## config.mk

```make
export PLATFORM = sky130hd
export DESIGN_NAME = score_ssd_driver
export DESIGN_NICKNAME = d
export VERILOG_FILES = /design/src/rtl/score_ssd_driver.sv
export SDC_FILE = /design/constraint.sdc
export NUM_CORES = 1
export LEC_CHECK = 0
export ABC_AREA = 1
export CORE_MARGIN = 2
export CORE_UTILIZATION = 43
export CTS_CLUSTER_DIAMETER = 60
export DETAILED_ROUTE_END_ITERATION = 10
export PLACE_DENSITY = 0.63
export SYNTH_ARGS = -nofsm -noshare
export SYNTH_HDL_FRONTEND = slang
export SYNTH_SLANG_ARGS = --single-unit
export TNS_END_PERCENT = 5
```

## constraint.sdc

```tcl
create_clock -name board_clk -period 5.6 [get_ports board_clk]
set_clock_uncertainty 0.15 [all_clocks]
set_input_delay 0.84 -clock board_clk [delete_from_list [all_inputs] [get_ports board_clk]]
set_output_delay 0.84 -clock board_clk [all_outputs]
set_load 0.05 [all_outputs]
```

## src/rtl/score_ssd_driver.sv

```systemverilog
// rtl/score_ssd_driver.sv - binary score to 4-digit multiplexed seven-segment driver
// Sequential double-dabble conversion with a one-deep last-wins request queue.
module score_ssd_driver #(
   parameter int SCORE_W       = 14,
   parameter int SCAN_BITS     = 18,
   parameter int BLANK_LEADING = 1
) (
   input  logic               board_clk,
   input  logic               Reset,
   input  logic [SCORE_W-1:0] score,
   input  logic               score_load,
   output logic               busy,
   output logic [3:0]         anode,
   output logic [6:0]         ssdOut
);

   localparam int CNT_W = $clog2(SCORE_W + 1);

   typedef enum logic {IDLE, CONV} state_t;

   state_t             state;
   logic [SCORE_W-1:0] bin_q;
   logic [SCORE_W-1:0] pend_val;
   logic               pending;
   logic [15:0]        bcd_q;
   logic [15:0]        disp_q;
   logic [CNT_W-1:0]   iter;
   logic [SCAN_BITS-1:0] scan_q;

   function automatic logic [SCORE_W-1:0] clamp(input logic [SCORE_W-1:0] v);
      if (32'(v) > 32'd9999) return SCORE_W'(9999);
      return v;
   endfunction

   function automatic logic [3:0] add3(input logic [3:0] n);
      return (n >= 4'd5) ? n + 4'd3 : n;
   endfunction

   function automatic logic [6:0] seg(input logic [3:0] n);
      case (n)
         4'd0:    return 7'b0000001;
         4'd1:    return 7'b1001111;
         4'd2:    return 7'b0010010;
         4'd3:    return 7'b0000110;
         4'd4:    return 7'b1001100;
         4'd5:    return 7'b0100100;
         4'd6:    return 7'b0100000;
         4'd7:    return 7'b0001111;
         4'd8:    return 7'b0000000;
         4'd9:    return 7'b0000100;
         default: return 7'b1111111;
      endcase
   endfunction

   // Top nibble only needs its low 3 bits after add-3; the carry out is shifted away.
   logic [2:0]  top3;
   logic [15:0] bcd_nxt;
   logic        last;
   logic        start_new;
   logic [SCORE_W-1:0] start_val;

   always_comb begin
      top3      = (bcd_q[15:12] >= 4'd5) ? bcd_q[14:12] + 3'd3 : bcd_q[14:12];
      bcd_nxt   = {top3, add3(bcd_q[11:8]), add3(bcd_q[7:4]), add3(bcd_q[3:0]),
                   bin_q[SCORE_W-1]};
      last      = (iter == CNT_W'(SCORE_W - 1));
      start_new = score_load | pending;
      start_val = score_load ? clamp(score) : pend_val;
   end

   always_ff @(posedge board_clk or posedge Reset) begin
      if (Reset) begin
         state    <= IDLE;
         busy     <= 1'b0;
         pending  <= 1'b0;
         pend_val <= '0;
         bin_q    <= '0;
         bcd_q    <= '0;
         disp_q   <= '0;
         iter     <= '0;
      end else begin
         case (state)
            IDLE: begin
               if (score_load) begin
                  bin_q <= clamp(score);
                  bcd_q <= '0;
                  iter  <= '0;
                  busy  <= 1'b1;
                  state <= CONV;
               end
            end
            CONV: begin
               bcd_q <= bcd_nxt;
               bin_q <= {bin_q[SCORE_W-2:0], 1'b0};
               iter  <= iter + CNT_W'(1);
               if (score_load && !last) begin
                  pending  <= 1'b1;
                  pend_val <= clamp(score);
               end
               if (last) begin
                  disp_q  <= bcd_nxt;
                  pending <= 1'b0;
                  if (start_new) begin
                     bin_q <= start_val;
                     bcd_q <= '0;
                     iter  <= '0;
                  end else begin
                     busy  <= 1'b0;
                     state <= IDLE;
                  end
               end
            end
            default: state <= IDLE;
         endcase
      end
   end

   logic [1:0] d;
   logic [3:0] nib;
   logic       blank;

   always_comb begin
      d = scan_q[SCAN_BITS-1 -: 2];
      case (d)
         2'd0:    nib = disp_q[3:0];
         2'd1:    nib = disp_q[7:4];
         2'd2:    nib = disp_q[11:8];
         default: nib = disp_q[15:12];
      endcase
      blank = 1'b0;
      if (BLANK_LEADING != 0) begin
         case (d)
            2'd1:    blank = (disp_q[15:4] == 12'd0);
            2'd2:    blank = (disp_q[15:8] == 8'd0);
            2'd3:    blank = (disp_q[15:12] == 4'd0);
            default: blank = 1'b0;
         endcase
      end
   end

   always_ff @(posedge board_clk or posedge Reset) begin
      if (Reset) begin
         scan_q <= '0;
         anode  <= 4'b1111;
         ssdOut <= 7'b1111111;
      end else begin
         scan_q <= scan_q + SCAN_BITS'(1);
         anode  <= ~(4'b0001 << d);
         ssdOut <= blank ? 7'b1111111 : seg(nib);
      end
   end

endmodule

```

==> results.toml <==
[global_route]
grt_overflow_total = 0
grt_use_total_pct = 17.12
grt_max_degree = 50
grt_pass1_vias = 3567
grt_pass1_wl_mm = 16.19
antenna_found_initial = 0

[floorplanning]
fp.dieW_um = 110.0
rows = 38
die_area_um2 = 12090
start_util_pct = 44.33
num_io_pins = 29
die_h_um = 110.0
core_um2 = 10890

[synthesis]
synth_flop_cell = "dfrtp_1"
synth_area_leaders = "dfrtp_1 44%, nand2_1 13%, dfstp_2 6.0%"
ys_types = 28
synth_top_cell_by_area = "dfrtp_1"
synth-seq-area-share_pct = 50.05
synth_top_area_share_pct = 44.06
synth_cells = 584
synth_nets = 618
async_reset_ff_share_pct = 100.0
ys_seq_elements = 96
yosys_warnings = 0
synth_edf_count = 0
syn_area_um2 = 4827
avgSynthCellArea_um2 = 8.266

[finish]
diodes = 0
layout_common_cells = "162 x nand2_1, 85 x dfrtp_1, 76 x inv_1"
final_util_pct = 49.46
areaGrowthSynthToFinish_pct = 11.56
nFillCells = 1082
mostFrequentLayoutCell = "nand2_1"
drive_gt1_share_pct = 6.981
fin_nets = 645

[timing]
fin_hold_ws_ns = 0.3412
fin_crit_sh_pct = 47.82
tightest_slew_ns = 0.8412
setup_tns_ns = 0
finalSetupViolCount = 0
slew_violations = 0
period_minus_slack_ns = 2.678
clock.fmax_mhz = 373.5
max-slew-margin-rel_pct = 43.92
hold_viol = 0
rsz0062_at_grt = "no"

[pwr]
leakage_nw = 2.717
irDropWorstVdd_mv = 0.2903
power.density_nw_per_um2 = 446.9
total_power_mw = 2.407

[clock_tree]
ctsHoldBuffers = 0
clock_latency_ns = 0.37
cts_root_buf = "clkbuf_8"
cts-resized-gates = 0
clock_sink_count = 96
cts_buffers = 9
cts_tree = "built"
clkTransAtPathRegs_ns = 0.10
clockBufferDepth = 2
cts_setup_buffers = 0
cts.htree.levels = 3

[drt]
drc = 0
ant_nets = 0
viasPerCell = 4.921
wl_per_cell_um = 12.20
via_count = 3720
drt_iter0_markers = 207
dr.pass1.iters = 4
totalWireLength_mm = 9.222

[placed_design]
hpwlAfterDp_mm = 6.548
gp_congestion = 0.7794
port_buffers = 28

[run_status]
status = "completed"

[setup_path]
cp_slowest_cell = "clkdlybuf4s50_1"
path_buf_inv = 1
r2r_setup_slack_ns = 3.42
r2r_end = "bcd_q[15]"
path_cells = "clkdlybuf4s50_1"
timing.rr.start = "state"
arrival_ns = 1.69
r2r_cells = 3
critPathTopFamily = "buffers and inverters"
slowest_delay_ns = 0.79
crit_path_max_fanout = 1
worstSetupPathType = "reg2out"
crit_required_ns = 4.61
worstSetupEndpointType = "primary output"
start_kind = "register"

[min_path]
whs_path_depth = 1
hold_end = "scan_q[15]"
min_path_type = "reg2reg"
hold_start = "scan_q[15]"

[job]
cap_violations = 0
[metrics by stage]
step | instances | setup slack, ns | area [um2]
after floorplan | 584 | 2.123 | 4827
after global placement | 740 | 2.662 | 5202
after detailed placement | 740 | 2.534 | 5202
after CTS | 756 | 2.894 | 5385
after global routing | 756 | 2.738 | 5385
final | 756 | 2.922 | 5385
[power breakdown]
group / internal (mW) / switching (mW) / leakage (nW)
clock: 0.175 / 0.247 / 0.0962
combinational: 0.334 / 0.604 / 1.44
sequential: 0.924 / 0.123 / 1.18
total: 1.43 / 0.974 / 2.72
[per-layer routing]
metal | track usage (%) | routed length (um) | vias up
met5 | 0 | 0 | -
met4 | 5.967 | 134 | 0
met3 | 3.912 | 329 | 11
met2 | 28.92 | 4357 | 58
met1 | 21.49 | 4401 | 1743
li1 | - | - | 1908
[synth_stat cells, types with 6 or more instances]
| cell type | n |
|---|---|
| a21oi_1 | 6 |
| buf_2 | 8 |
| dfrtp_1 | 85 |
| dfstp_2 | 11 |
| ha_1 | 17 |
| inv_1 | 77 |
| nand2_1 | 162 |
| nand3_1 | 47 |
| nand4_1 | 11 |
| nor2_1 | 49 |
| nor3_1 | 8 |
| o21ai_0 | 42 |
| o22ai_1 | 15 |
| xor2_1 | 19 |
[sequential cells by signal, indices dropped and copies added (netlist names)]
register and flops:
bcd_q 16, anode 4, busy 1, disp_q 16
pending 1, scan_q 18, state 1, ssdOut 7
iter 4, bin_q 14, pend_val 14
[worst reg2reg max path: cells and delay by family, from the launching register on]
kind,cells,cell delay (ns)
AOI/OAI and AO/OA,1,0.30
and+or+nand+nor,1,0.62
buffers and inverters,1,0.48
DFF,1,0.54
[cells by family after synthesis]
family	Yosys count	synth area share (%)
AO/OA/AOI/OAI	64	7.050
XOR/XNOR	22	3.992
adder cells (fa/ha/maj)	17	4.406
buffers and inverters	92	7.983
flip-flops	96	50.05
AND/OR/NAND/NOR	293	26.52
[worst max-delay path by stage]
stage	endpoint	from	slack, ns	cells after the start
detailed placement	bcd_q[14]	score_load	2.53	4
floorplan	bcd_q[0]	Reset	2.12	1
finish	anode[2]	anode[2]	2.92	1
CTS	anode[2]	anode[2]	2.89	1
global placement	iter[1]	score_load	2.66	4
global route	bcd_q[8]	score_load	2.74	4
[layout make-up]
type / count / area, um2 / share of cell area (%)
Inverter: 79 / 297.8 / 5.530
Timing Repair Buffer: 29 / 287.8 / 5.344
Clock buffer: 10 / 137.6 / 2.556
Multi-Input combinational cell: 396 / 2026 / 37.62
Clock inverter: 6 / 45.04 / 0.8364
Tap cell: 140 / 175.2 / 3.253
Sequential cell: 96 / 2416 / 44.87
Power figures use the tool's default switching activity.
==> edit: new RTL, same settings <==
Register the output `ssdOut` once more, cleared by the reset; this adds one clock of latency there. The other outputs are not delayed to match.
--- a/src/rtl/score_ssd_driver.sv
+++ b/src/rtl/score_ssd_driver.sv
@@ -17,6 +17,8 @@
    localparam int CNT_W = $clog2(SCORE_W + 1);
 
    typedef enum logic {IDLE, CONV} state_t;
+
+   logic [6:0] ssdOut_s0;
 
    state_t             state;
    logic [SCORE_W-1:0] bin_q;
@@ -142,11 +144,19 @@
       if (Reset) begin
          scan_q <= '0;
          anode  <= 4'b1111;
-         ssdOut <= 7'b1111111;
+         ssdOut_s0 <= 7'b1111111;
       end else begin
          scan_q <= scan_q + SCAN_BITS'(1);
          anode  <= ~(4'b0001 << d);
-         ssdOut <= blank ? 7'b1111111 : seg(nib);
+         ssdOut_s0 <= blank ? 7'b1111111 : seg(nib);
+      end
+   end
+
+   always_ff @(posedge board_clk or posedge Reset) begin
+      if (Reset) begin
+         ssdOut <= '0;
+      end else begin
+         ssdOut <= ssdOut_s0;
       end
    end
 
Behaviour: not the same (a bounded check fails within 4 cycles, from zero or initial values and one cycle with Reset high).
==> edit against the original RTL <==
  * Core utilization increased by 1.4 points
  * Synthesized area is 1.1% higher
  * Critical endpoint is now anode[0]
  * Sequential share of layout area increased by 1.7 points
  * Power is 12% higher
  * Worst setup slack better by 0.048 ns
  * Wire length rose by 0.91%
  * Maximum frequency increased by 1.8%
  * Combinational power increased by 1%
  * Sequential cell count increased by 7
  * Critical path type unchanged
  * Non-clock buffer count unchanged
  * Critical path depth did not move
  * Cell area grew 3.3%
  * Hold slack worse by 0.10 ns
==> edit: results (changes against the original RTL) <==
{
  "layout-drive-gt1-share": {"value": 10.7, "unit": "%", "change": "was 6.98%"},
  "first_global_vias": {"value": 3587, "change": "was 3567"},
  "layout.nets": {"value": 618, "change": "was 645"},
  "max_slew_margin": {"value": 39.7, "unit": "%", "change": "was 43.9%"},
  "detail_route.iter0.violations": {"value": 202, "change": "was 207"},
  "global_route_wire_length_before_repair": {"value": 16700, "unit": "um", "change": "was 16200 um"},
  "dpl.cell_count": {"value": 713, "change": "was 740"},
  "routed_via_density": {"value": 4.92, "change": "about the same"},
  "filler_cell_count": {"value": 1055, "change": "was 1082"},
  "rr_startpoint": {"value": "scan_q[16]$_DFF_PP0_", "change": "was state$_DFF_PP0_"},
  "final_routed_wire_length_divided_by_cell_count": {"value": 12.8, "unit": "um", "change": "was 12.2 um"},
  "postSynthCellCount": {"value": 559, "change": "was 584"},
  "min_to": {"value": "ssdOut[3]$_DFF_PP0_", "change": "was scan_q[15]$_DFF_PP0_"},
  "yosys_cell_types": {"value": 32, "change": "was 28"},
  "antenna_violations_before_repair": {"value": 0, "change": "unchanged"},
  "run_status": {"value": "finished, final reports clean", "change": "unchanged"},
  "worstReg2RegEnd": {"value": "ssdOut_s0[1]$_DFF_PP1_", "change": "was bcd_q[15]$_DFFE_PP0P_"},
  "hold_path.startpoint": {"value": "ssdOut_s0[3]$_DFF_PP1_", "change": "was scan_q[15]$_DFF_PP0_"},
  "worstSkewPairLatency": {"value": 0.34, "unit": "ns", "change": "was 0.37 ns"},
  "finalWeightedCongestion": {"value": 0.822, "change": "was 0.779"},
  "layoutNonFillerInstCount": {"value": 729, "change": "was 756"},
  "post_dp_cell_area": {"value": 0.00527, "unit": "mm^2", "change": "was 0.00520 mm^2"},
  "total_routing_usage_reported_by_global_routing": {"value": 16.4, "unit": "%", "change": "was 17.1%"},
  "netlist_top_cells_area": {"value": "dfrtp_1 47%, nand2_1 13%, dfstp_2 5.9%", "change": "was dfrtp_1 44%, nand2_1 13%, dfstp_2 6.0%"},
  "rr_worst_depth": {"value": 7, "change": "was 3"},
  "power.leakage": {"value": 2.70, "unit": "nW", "change": "was 2.72 nW"},
  "grt_max_degree": {"value": 75, "change": "was 50"},
  "cell_depth_of_the_worst_min_delay_path": {"value": 0, "change": "was 1"},
  "r2r_setup_slack": {"value": 3.37, "unit": "ns", "change": "was 3.42 ns"},
  "yosysSeqAreaShare": {"value": 53.1, "unit": "%", "change": "was 50.1%"},
  "place.detailed.hpwl": {"value": 6480, "unit": "um", "change": "was 6550 um"},
  "postSynthNetCount": {"value": 593, "change": "was 618"},
  "irDropWorstVdd": {"value": 0.316, "unit": "mV", "change": "was 0.290 mV"},
  "cts-root-buf": {"value": "clkbuf_16", "change": "was clkbuf_8"}
}
==> edit: through the flow <==
| step | hold WS, ns | utilization [%] | setup WS (ns) |
|---|---|---|---|
| after floorplan | 0.229 | - | 1.92 |
| after global placement | 0.230 | 48.2 | 2.81 |
| after detailed placement | 0.231 | 48.2 | 2.73 |
| after CTS | 0.240 | 50.8 | 2.95 |
| after global routing | 0.243 | 50.8 | 2.92 |
| final | 0.240 | 50.8 | 2.97 |
==> edit: power by group <==
| group | switching, mW | leakage (nW) | internal, mW |
|---|---|---|---|
| combinational | 0.612 | 1.28 | 0.336 |
| clock | 0.270 | 0.142 | 0.345 |
| sequential | 0.132 | 1.27 | 0.998 |
| total | 1.01 | 2.70 | 1.68 |
==> edit: worst max-delay path by stage <==
stage                            start                        to  depth (start not counted)
floorplan                        Reset      bcd_q[0]$_DFFE_PP0P_                          1
global placement            score_load   pend_val[0]$_DFFE_PP0P_                          6
detailed placement          score_load  pend_val[13]$_DFFE_PP0P_                          5
CTS                 anode[0]$_DFF_PP1_                  anode[0]                          1
global route                score_load       iter[1]$_DFFE_PP0P_                          4
finish              anode[0]$_DFF_PP1_                  anode[0]                          1
==> edit: cell type report <==
type,instances,share of cell area [%]
tap,140,3.15
clock inverter,6,1.10
sequential,103,46.6
clock buffer,10,4.12
timing repair buffer,29,5.18
inverter,64,4.37
multi-input combinational,377,35.5
==> edit: cell families (layout without fill, tap and decap cells) <==
family,Yosys count,after routing,synth area share [%]
adders and majority gates,17,17,4.36
xor gates and xnor gates,19,19,3.41
DFF,103,103,53.1
and+or+nand+nor,279,279,25.7
buffers and inverters,79,109,6.49
AOI/OAI and AO/OA,62,62,6.95
==> edit: layer usage <==
metal	part of all wire, %	global-route usage [%]	vias up
met5	0	0	-
met4	1.2	4.75	0
met3	4.2	4.45	10
met2	45	25.8	59
met1	49	22.4	1668
li1	-	-	1851
